**src/rtl/step_run_controller.sv**
```systemverilog
// Step/run controller: turns raw DE2 key and switch inputs into a clean one-cycle
// processor step enable, either one step per key press or periodic run-mode steps.

module step_run_debounce #(
    parameter int CYCLES = 500000
) (
    input  logic clk,
    input  logic reset,
    input  logic raw,
    output logic clean
);
    localparam int W = $clog2(CYCLES + 1);
    localparam logic [W-1:0] CNT_TC = W'(CYCLES - 1);

    logic         s1;
    logic         s2;
    logic [W-1:0] cnt;

    // Any sample that agrees with the clean level restarts the stability count.
    always_ff @(posedge clk) begin
        if (reset) begin
            s1    <= 1'b0;
            s2    <= 1'b0;
            clean <= 1'b0;
            cnt   <= '0;
        end else begin
            s1 <= raw;
            s2 <= s1;
            if (s2 == clean) begin
                cnt <= '0;
            end else if (cnt == CNT_TC) begin
                clean <= s2;
                cnt   <= '0;
            end else begin
                cnt <= cnt + 1'b1;
            end
        end
    end
endmodule

module step_run_controller #(
    parameter int DEBOUNCE_CYCLES = 500000,
    parameter int RUN_DIV         = 25000000
) (
    input  logic        CLOCK_50,
    input  logic        Reset,
    input  logic        StepKey_n,
    input  logic        RunSw,
    input  logic        Halt,
    output logic        StepPulse,
    output logic        Running,
    output logic        Halted,
    output logic [15:0] StepCount,
    output logic        KeyClean
);
    // state  | meaning
    // IDLE   | single-step mode, one pulse per debounced key press
    // RUN    | free-running, one pulse every RUN_DIV cycles
    // HALTED | processor reported halt, no pulses until Halt drops
    typedef enum logic [1:0] {IDLE, RUN, HALTED} state_t;

    localparam int RW = $clog2(RUN_DIV);
    localparam logic [RW-1:0] RATE_TC = RW'(RUN_DIV - 1);

    state_t        state;
    state_t        state_next;
    logic          key_clean;
    logic          run_clean;
    logic          key_prev;
    logic          press_evt;
    logic [RW-1:0] rate;
    logic [15:0]   step_count;
    logic          step_pulse;
    logic          running;
    logic          halted;

    // Key is inverted ahead of the synchronizer so reset means "not pressed".
    step_run_debounce #(.CYCLES(DEBOUNCE_CYCLES)) key_db (
        .clk   (CLOCK_50),
        .reset (Reset),
        .raw   (~StepKey_n),
        .clean (key_clean)
    );

    step_run_debounce #(.CYCLES(DEBOUNCE_CYCLES)) run_db (
        .clk   (CLOCK_50),
        .reset (Reset),
        .raw   (RunSw),
        .clean (run_clean)
    );

    always_ff @(posedge CLOCK_50) begin
        if (Reset) begin
            key_prev  <= 1'b0;
            press_evt <= 1'b0;
        end else begin
            key_prev  <= key_clean;
            press_evt <= key_clean & ~key_prev;
        end
    end

    always_ff @(posedge CLOCK_50) begin
        if (Reset) begin
            state <= IDLE;
        end else begin
            state <= state_next;
        end
    end

    always_comb begin
        state_next = state;
        case (state)
            IDLE: begin
                if (Halt) begin
                    state_next = HALTED;
                end else if (run_clean) begin
                    state_next = RUN;
                end
            end
            RUN: begin
                if (Halt) begin
                    state_next = HALTED;
                end else if (!run_clean) begin
                    state_next = IDLE;
                end
            end
            HALTED: begin
                if (!Halt) begin
                    state_next = IDLE;
                end
            end
            default: state_next = IDLE;
        endcase
    end

    // Halt wins over a coincident press or terminal count; reset suppresses any pulse.
    always_comb begin
        step_pulse = 1'b0;
        running    = 1'b0;
        halted     = 1'b0;
        case (state)
            IDLE:    step_pulse = press_evt & ~Halt & ~Reset;
            RUN: begin
                running    = 1'b1;
                step_pulse = (rate == RATE_TC) & ~Halt & ~Reset;
            end
            HALTED:  halted = 1'b1;
            default: step_pulse = 1'b0;
        endcase
    end

    // Held at zero outside RUN so every entry starts a full period.
    always_ff @(posedge CLOCK_50) begin
        if (Reset) begin
            rate <= '0;
        end else if (state == RUN && rate != RATE_TC) begin
            rate <= rate + 1'b1;
        end else begin
            rate <= '0;
        end
    end

    always_ff @(posedge CLOCK_50) begin
        if (Reset) begin
            step_count <= 16'h0000;
        end else if (step_pulse) begin
            step_count <= step_count + 16'h0001;
        end
    end

    assign StepPulse = step_pulse;
    assign Running   = running;
    assign Halted    = halted;
    assign StepCount = step_count;
    assign KeyClean  = key_clean;
endmodule

```
**config.mk**
```make
export PLATFORM = sky130hd
export DESIGN_NAME = step_run_controller
export DESIGN_NICKNAME = d
export VERILOG_FILES = /design/src/rtl/step_run_controller.sv
export SDC_FILE = /design/constraint.sdc
export NUM_CORES = 1
export LEC_CHECK = 0
export ABC_AREA = 0
export BUFFER_PORTS_ARGS = -buffer_cell sky130_fd_sc_hd__buf_2
export CORE_MARGIN = 2
export CORE_UTILIZATION = 30
export CTS_CLUSTER_SIZE = 10
export DETAILED_ROUTE_END_ITERATION = 8
export SKIP_CTS_REPAIR_TIMING = 1
export SLEW_MARGIN = 20
export SYNTH_ARGS = -nofsm -noshare
export SYNTH_HDL_FRONTEND = slang
export SYNTH_SLANG_ARGS = --single-unit
```
**constraint.sdc**
```tcl
create_clock -name CLOCK_50 -period 2.2 [get_ports CLOCK_50]
set_clock_uncertainty 0.1 [all_clocks]
set_input_delay 0.44 -clock CLOCK_50 [delete_from_list [all_inputs] [get_ports CLOCK_50]]
set_output_delay 0.44 -clock CLOCK_50 [all_outputs]
set_load 0.1 [all_outputs]
```
==> flow_summary.ini, run 1 <==
[status]
outcome = finished, violations left
failed_checks = negative setup slack

[timing]
finalSetupViolCount = 10
fin_ws_ns = -0.3709
hold_viol_final = 0
finalSetupTns_ns = -0.9058
min_period_over_period = 1.169
period_minus_slack_ns = 2.571
relSlewSlack = 0.6132
fmax_ghz = 0.3890
maxSlewViolCount = 0
rsz0062_at_grt = true
tightestPinTransition_ns = 0.5758

[global_routing]
antenna_found_initial = 0
grt_start_max_net_pins = 30
grtUsageTotal = 0.1173
grt_pass1_vias = 3096
grt_first_pass_wirelength_um = 13730
grt_overflow = 0

[final_layout]
area_growth_pct = 23.06
final_util = 0.3741
final_cells = 692
n_fill_cell = 1346
diodes = 0
final_area_um2 = 4915
drive_gt1_frac = 0.1938
fin_nets = 521
regArea_um2 = 1798
multi_input_area_um2 = 2097

[setup_path]
cpLargestDelayFamily = simple AND/OR/NAND/NOR gates
cp.required_ns = 1.66
arrival_ns = 2.03
path_cells = nand2b_4, or4_4, o31a_1, buf_6, nor2_4, buf_12
critPathBufInv = 2
slowest_delay_ns = 0.52
cp_max_fo = 5
critPathLaunchType = register
critical_path_class = register to output port
cp_slowest_cell = or4_4
crit_path_end_kind = output port

[yosys]
synth_warnings = 0
ys_seq_area_frac = 0.4461
synth-edff-count = 0
netlist_area_um2 = 3994
synth_cell_type_count = 38
ys.flop_type = dfxtp_1
ys_async_sr_fraction = 0
postSynthCellCount = 461
syn_nets = 470
yosys_register_bits = 89
syn_area_per_cell_um2 = 8.663

[floorplan]
chipWidth_um = 119.4
io-pin-count = 25
num_rows = 42
start_util = 0.3040
die_area_um2 = 14250
die_h_um = 119.4
core_um2 = 13140

[clock_tree]
ctsHtreeMaxLevel = 3
clk_pin_slew_ns = 0.06
cts-root-buf = clkbuf_16
cts_buffer_depth = 2
cts_tree = done
clock-sinks = 89
clk_latency_ns = 0.34
numCtsBuffers = 9

[placed_design]
dp_hpwl_um = 5664
place.gp.congestion = 0.7631
io_buffers = 24
placed_area_um2 = 4559
dp_cells = 676
dpl_worst_slack_ns = -0.06690

[power]
power.density_nw_per_um2 = 687.8
power_leakage_nw = 1.703
peakVddDrop_mv = 0.4252

[flow_run]
max_cap_violations = 0

[detailed_routing]
drt_iter0_markers = 158
detail_route.drc_violations = 0
viasPerCell = 4.740
final_antenna_net_count = 0
num_vias = 3280
post_drt_wl_per_cell_um = 11.62
routed_wl_um = 8042
drtPass1Iterations = 4

[hold_path]
hold_path.class = input pin to register
==> metal layers <==
metal,global-route usage,part of all wire,vias to the layer above
li1,-,-,1688
met1,0.1447,0.49,1549
met2,0.1972,0.47,34
met3,0.03688,0.031,9
met4,0.03309,0.010,0
met5,0,0,-
==> registers in the layout (all words and copies together) (netlist names), 2 cells and up <==
name and flops:
StepCount 16, run_db.cnt 19, state 2, key_db.cnt 19, rate 25
==> cells in the final DEF (no fill, tap or decap), drive strengths merged, types with 2 or more instances in the layout <==
cell type,instances
nand3,28
or4,8
mux2i,2
clkinv,2
nor4b,6
dfxtp,89
xor2,30
nand4,14
or2,3
o311ai,2
or3,4
xnor2,29
nor2b,11
bufinv,3
and3,10
inv,14
a21oi,8
nand2,34
ha,4
and4,11
clkbuf,9
nand4b,2
nor4bb,2
mux2,6
nor3,8
nor4,12
buf,59
nor2,90
o31ai,6
o21ai,3
==> worst paths after layout <==
path / from / endpoint / slack (ns) / cells past startpoint
worst max-delay path: state[1] / StepPulse / -0.37 / 6
worst min register to register: key_prev / press_evt / 0.29 / 1
worst min-delay path: StepKey_n / key_db.s1 / 0.15 / 2
worst max register to register: state[1] / StepCount[6] / -0.11 / 6
==> layout make-up <==
class | count | area share
Clock buffer | 9 | 0.04582
Tap cell | 176 | 0.04481
Multi-Input combinational cell | 339 | 0.4267
Sequential cell | 89 | 0.3658
Inverter | 14 | 0.01069
Clock inverter | 6 | 0.02189
Timing Repair Buffer | 59 | 0.08427
==> cells in the mapped netlist (3+ instances only) <==
master,number,share of area
nor2b_1,11,0.017
nand2_1,34,0.032
mux2_2,3,0.0085
nor3_1,8,0.010
a21oi_1,8,0.010
and3_1,10,0.016
dfxtp_1,89,0.45
and4_1,11,0.024
clkbuf_1,17,0.016
nand3_1,28,0.035
nor4_1,8,0.013
inv_1,14,0.013
o21ai_0,3,0.0038
mux2_1,3,0.0085
o31ai_1,6,0.011
or4_1,8,0.015
nor2_1,90,0.085
nor4_2,4,0.013
ha_1,4,0.013
or3_1,4,0.0063
xor2_1,30,0.066
nor4b_1,6,0.013
nand4_1,14,0.022
xnor2_1,29,0.064
==> power breakdown <==
| part | switching, mW | internal [mW] | total, mW |
|---|---|---|---|
| Combinational | 0.0371 | 0.0162 | 0.0533 |
| Clock | 0.609 | 1.10 | 1.71 |
| Sequential | 0.00298 | 1.62 | 1.62 |
| Total | 0.649 | 2.73 | 3.38 |
==> per-stage QoR <==
step,hold slack [ns],power [mW]
after floorplan,0.2674,1.691
after global placement,0.2763,1.708
after detailed placement,0.2854,1.709
after CTS,0.1368,3.422
after global routing,0.1445,3.490
final,0.1459,3.380
==> cells by family (layout without fill, tap and decap cells) <==
kind of cell | after synthesis | in the layout | synth area share
xor+xnor | 59 | 59 | 0.1294
mux | 8 | 8 | 0.02193
flops | 89 | 89 | 0.4461
fa+ha+maj | 4 | 4 | 0.01253
buf+inv | 33 | 88 | 0.03321
simple gates | 246 | 246 | 0.3211
compound gates | 22 | 22 | 0.03572
(Power assumes the default switching activity.)
==> run 2, diff against run 1 <==
==> constraint.sdc (replaced) <==
create_clock -name CLOCK_50 -period 2.2 [get_ports CLOCK_50]
set_clock_uncertainty 0.1 [all_clocks]
set_input_delay 0.22 -clock CLOCK_50 [delete_from_list [all_inputs] [get_ports CLOCK_50]]
set_output_delay 0.22 -clock CLOCK_50 [all_outputs]
set_load 0.1 [all_outputs]
==> flow_summary.ini, run 2 (synthesis gave the netlist of run 1 again) <==
[setup_path]
timing.rr.end = StepCount[11]
cp.required_ns = 1.88
arrival_ns = 2.05
r2r-start = state[1]
critPathLaunchType = register
rr_worst_depth = 7
critical_path_class = register to output port
crit_path_end_kind = output port
reg2reg_slack_ns = -0.13
cp_max_fo = 6

[clock_tree]
cts_tree = done
ctsHtreeMaxLevel = 3
cts-root-buf = clkbuf_16
numCtsBuffers = 9
clk_latency_ns = 0.34
clock-sinks = 89
cts_buffer_depth = 2
clk_pin_slew_ns = 0.07

[power]
power_leakage_nw = 1.690
switching_share = 0.1982
power_frac_clock = 0.501
seq_power_share = 0.483
p_comb_frac = 0.016
p_int_mw = 2.690
p_sw_uw = 664.8
peakVddDrop_mv = 0.3232
power.density_nw_per_um2 = 680.2

[timing]
finalSetupViolCount = 12
hold_viol_final = 0
min_period_over_period = 1.076
fin_ws_ns = -0.1664
maxSlewViolCount = 0
period_minus_slack_ns = 2.366
tightestPinTransition_ns = 0.6112
finalSetupTns_ns = -1.024
rsz0062_at_grt = true
relSlewSlack = 0.5894
fmax_ghz = 0.4226

[placed_design]
dp_hpwl_um = 5493
io_buffers = 24
place.gp.congestion = 0.7604
dp_cells = 667

[final_layout]
n_fill_cell = 1354
final_cells = 691
final_util = 0.3754
area_growth_pct = 23.50
biggestRegsByFlops = rate x25, key_db.cnt x19, run_db.cnt x19
fin_nets = 519
largest_reg_flops = 25
final_common_cell = nor2_1
diodes = 0
drive_gt1_frac = 0.1942
final_cell_mix = nor2_1, dfxtp_1, nand2_1
largest_register = rate

[floorplan]
start_util = 0.3040
chipWidth_um = 119.4
num_rows = 42
io-pin-count = 25
die_area_um2 = 14250
core_um2 = 13140
die_h_um = 119.4

[global_routing]
use_met2 = 0.1868
top_usage_layer = met2
met3_usage = 0.04215
grt_start_max_net_pins = 30
grt_util_met1 = 0.1529
grt_pass1_vias = 3011
antenna_found_initial = 0
grt_first_pass_wirelength_um = 13760
grt_overflow = 0
grtUsageTotal = 0.1171

[detailed_routing]
post_drt_wl_per_cell_um = 11.83
drtPass1Iterations = 4
viasPerCell = 4.718
num_vias = 3260
routed_wl_um = 8172
final_antenna_net_count = 0
detail_route.drc_violations = 0
drt_iter0_markers = 219

[hold_path]
holdPathEnd = state[1]
min_from = Halt
whs_path_depth = 2
hold_path.class = input pin to register

[status]
outcome = finished, violations left
failed_checks = negative setup slack

[flow_run]
max_cap_violations = 0
run 2: cell types whose count changed in the layout (fill, tap and decap cells not counted), sizes merged:
cell,change
clkinvlp,+1
bufinv,-1
buf,-5
clkinv,-2
clkbuf,+4
dlygate4sd3,+2
run 2: cell type report:
class | count | area (um^2) | area share
multi-input cells | 339 | 2108 | 0.4274
flip-flops and latches | 89 | 1798 | 0.3645
repair buffers | 57 | 421.7 | 0.08549
clock buffers | 12 | 256.5 | 0.05200
well taps | 176 | 220.2 | 0.04465
clock inverters | 4 | 75.07 | 0.01522
inverters | 14 | 52.55 | 0.01065
run 2: power groups by stage:
stage | Sequential, mW | Combinational (mW) | Clock [mW]
2_1_floorplan | 1.66 | 0.0360 | 0
3_3_place_gp | 1.66 | 0.0497 | 0
3_5_place_dp | 1.66 | 0.0505 | 0
4_1_cts | 1.62 | 0.0508 | 1.72
5_1_grt | 1.62 | 0.0583 | 1.79
6_report | 1.62 | 0.0536 | 1.68
run 2: worst max-delay path: stages (launching register included):
cell and delay (ns):
dfxtp_2 0.32, nand2b_4 0.13, or4_1 0.52, o31a_1 0.30, buf_12 0.15, nor2_4 0.10
buf_12 0.18
run 2: metal layers:
metal,share of wire,up-vias,wire (um)
li1,-,1676,-
met1,0.49,1535,4031
met2,0.46,42,3765
met3,0.035,7,288
met4,0.011,0,87
met5,0,-,0
run 2: stage by stage:
| stage | setup WS [ns] | hold slack [ns] | total power, mW | cell area (um^2) |
|---|---|---|---|---|
| floorplan | -0.1737 | 0.1867 | 1.691 | 4023 |
| global placement | -0.01208 | 0.2762 | 1.705 | 4492 |
| detailed placement | -0.04594 | 0.2790 | 1.706 | 4492 |
| CTS | -0.2563 | -0.06937 | 3.390 | 4823 |
| global route | -0.2087 | 0.03522 | 3.467 | 4932 |
| finish | -0.1664 | 0.04437 | 3.355 | 4932 |
run 2: worst max path at each step:
stage                     startpoint             to  slack [ns]  depth (start not counted)
after floorplan             state[1]      StepPulse       -0.17                          6
after global placement      state[1]  StepCount[11]       -0.01                          6
after detailed placement    state[1]   StepCount[3]       -0.05                          6
after CTS                   state[1]      StepPulse       -0.26                          6
after global routing        state[1]      StepPulse       -0.21                          6
final                       state[1]      StepPulse       -0.17                          6
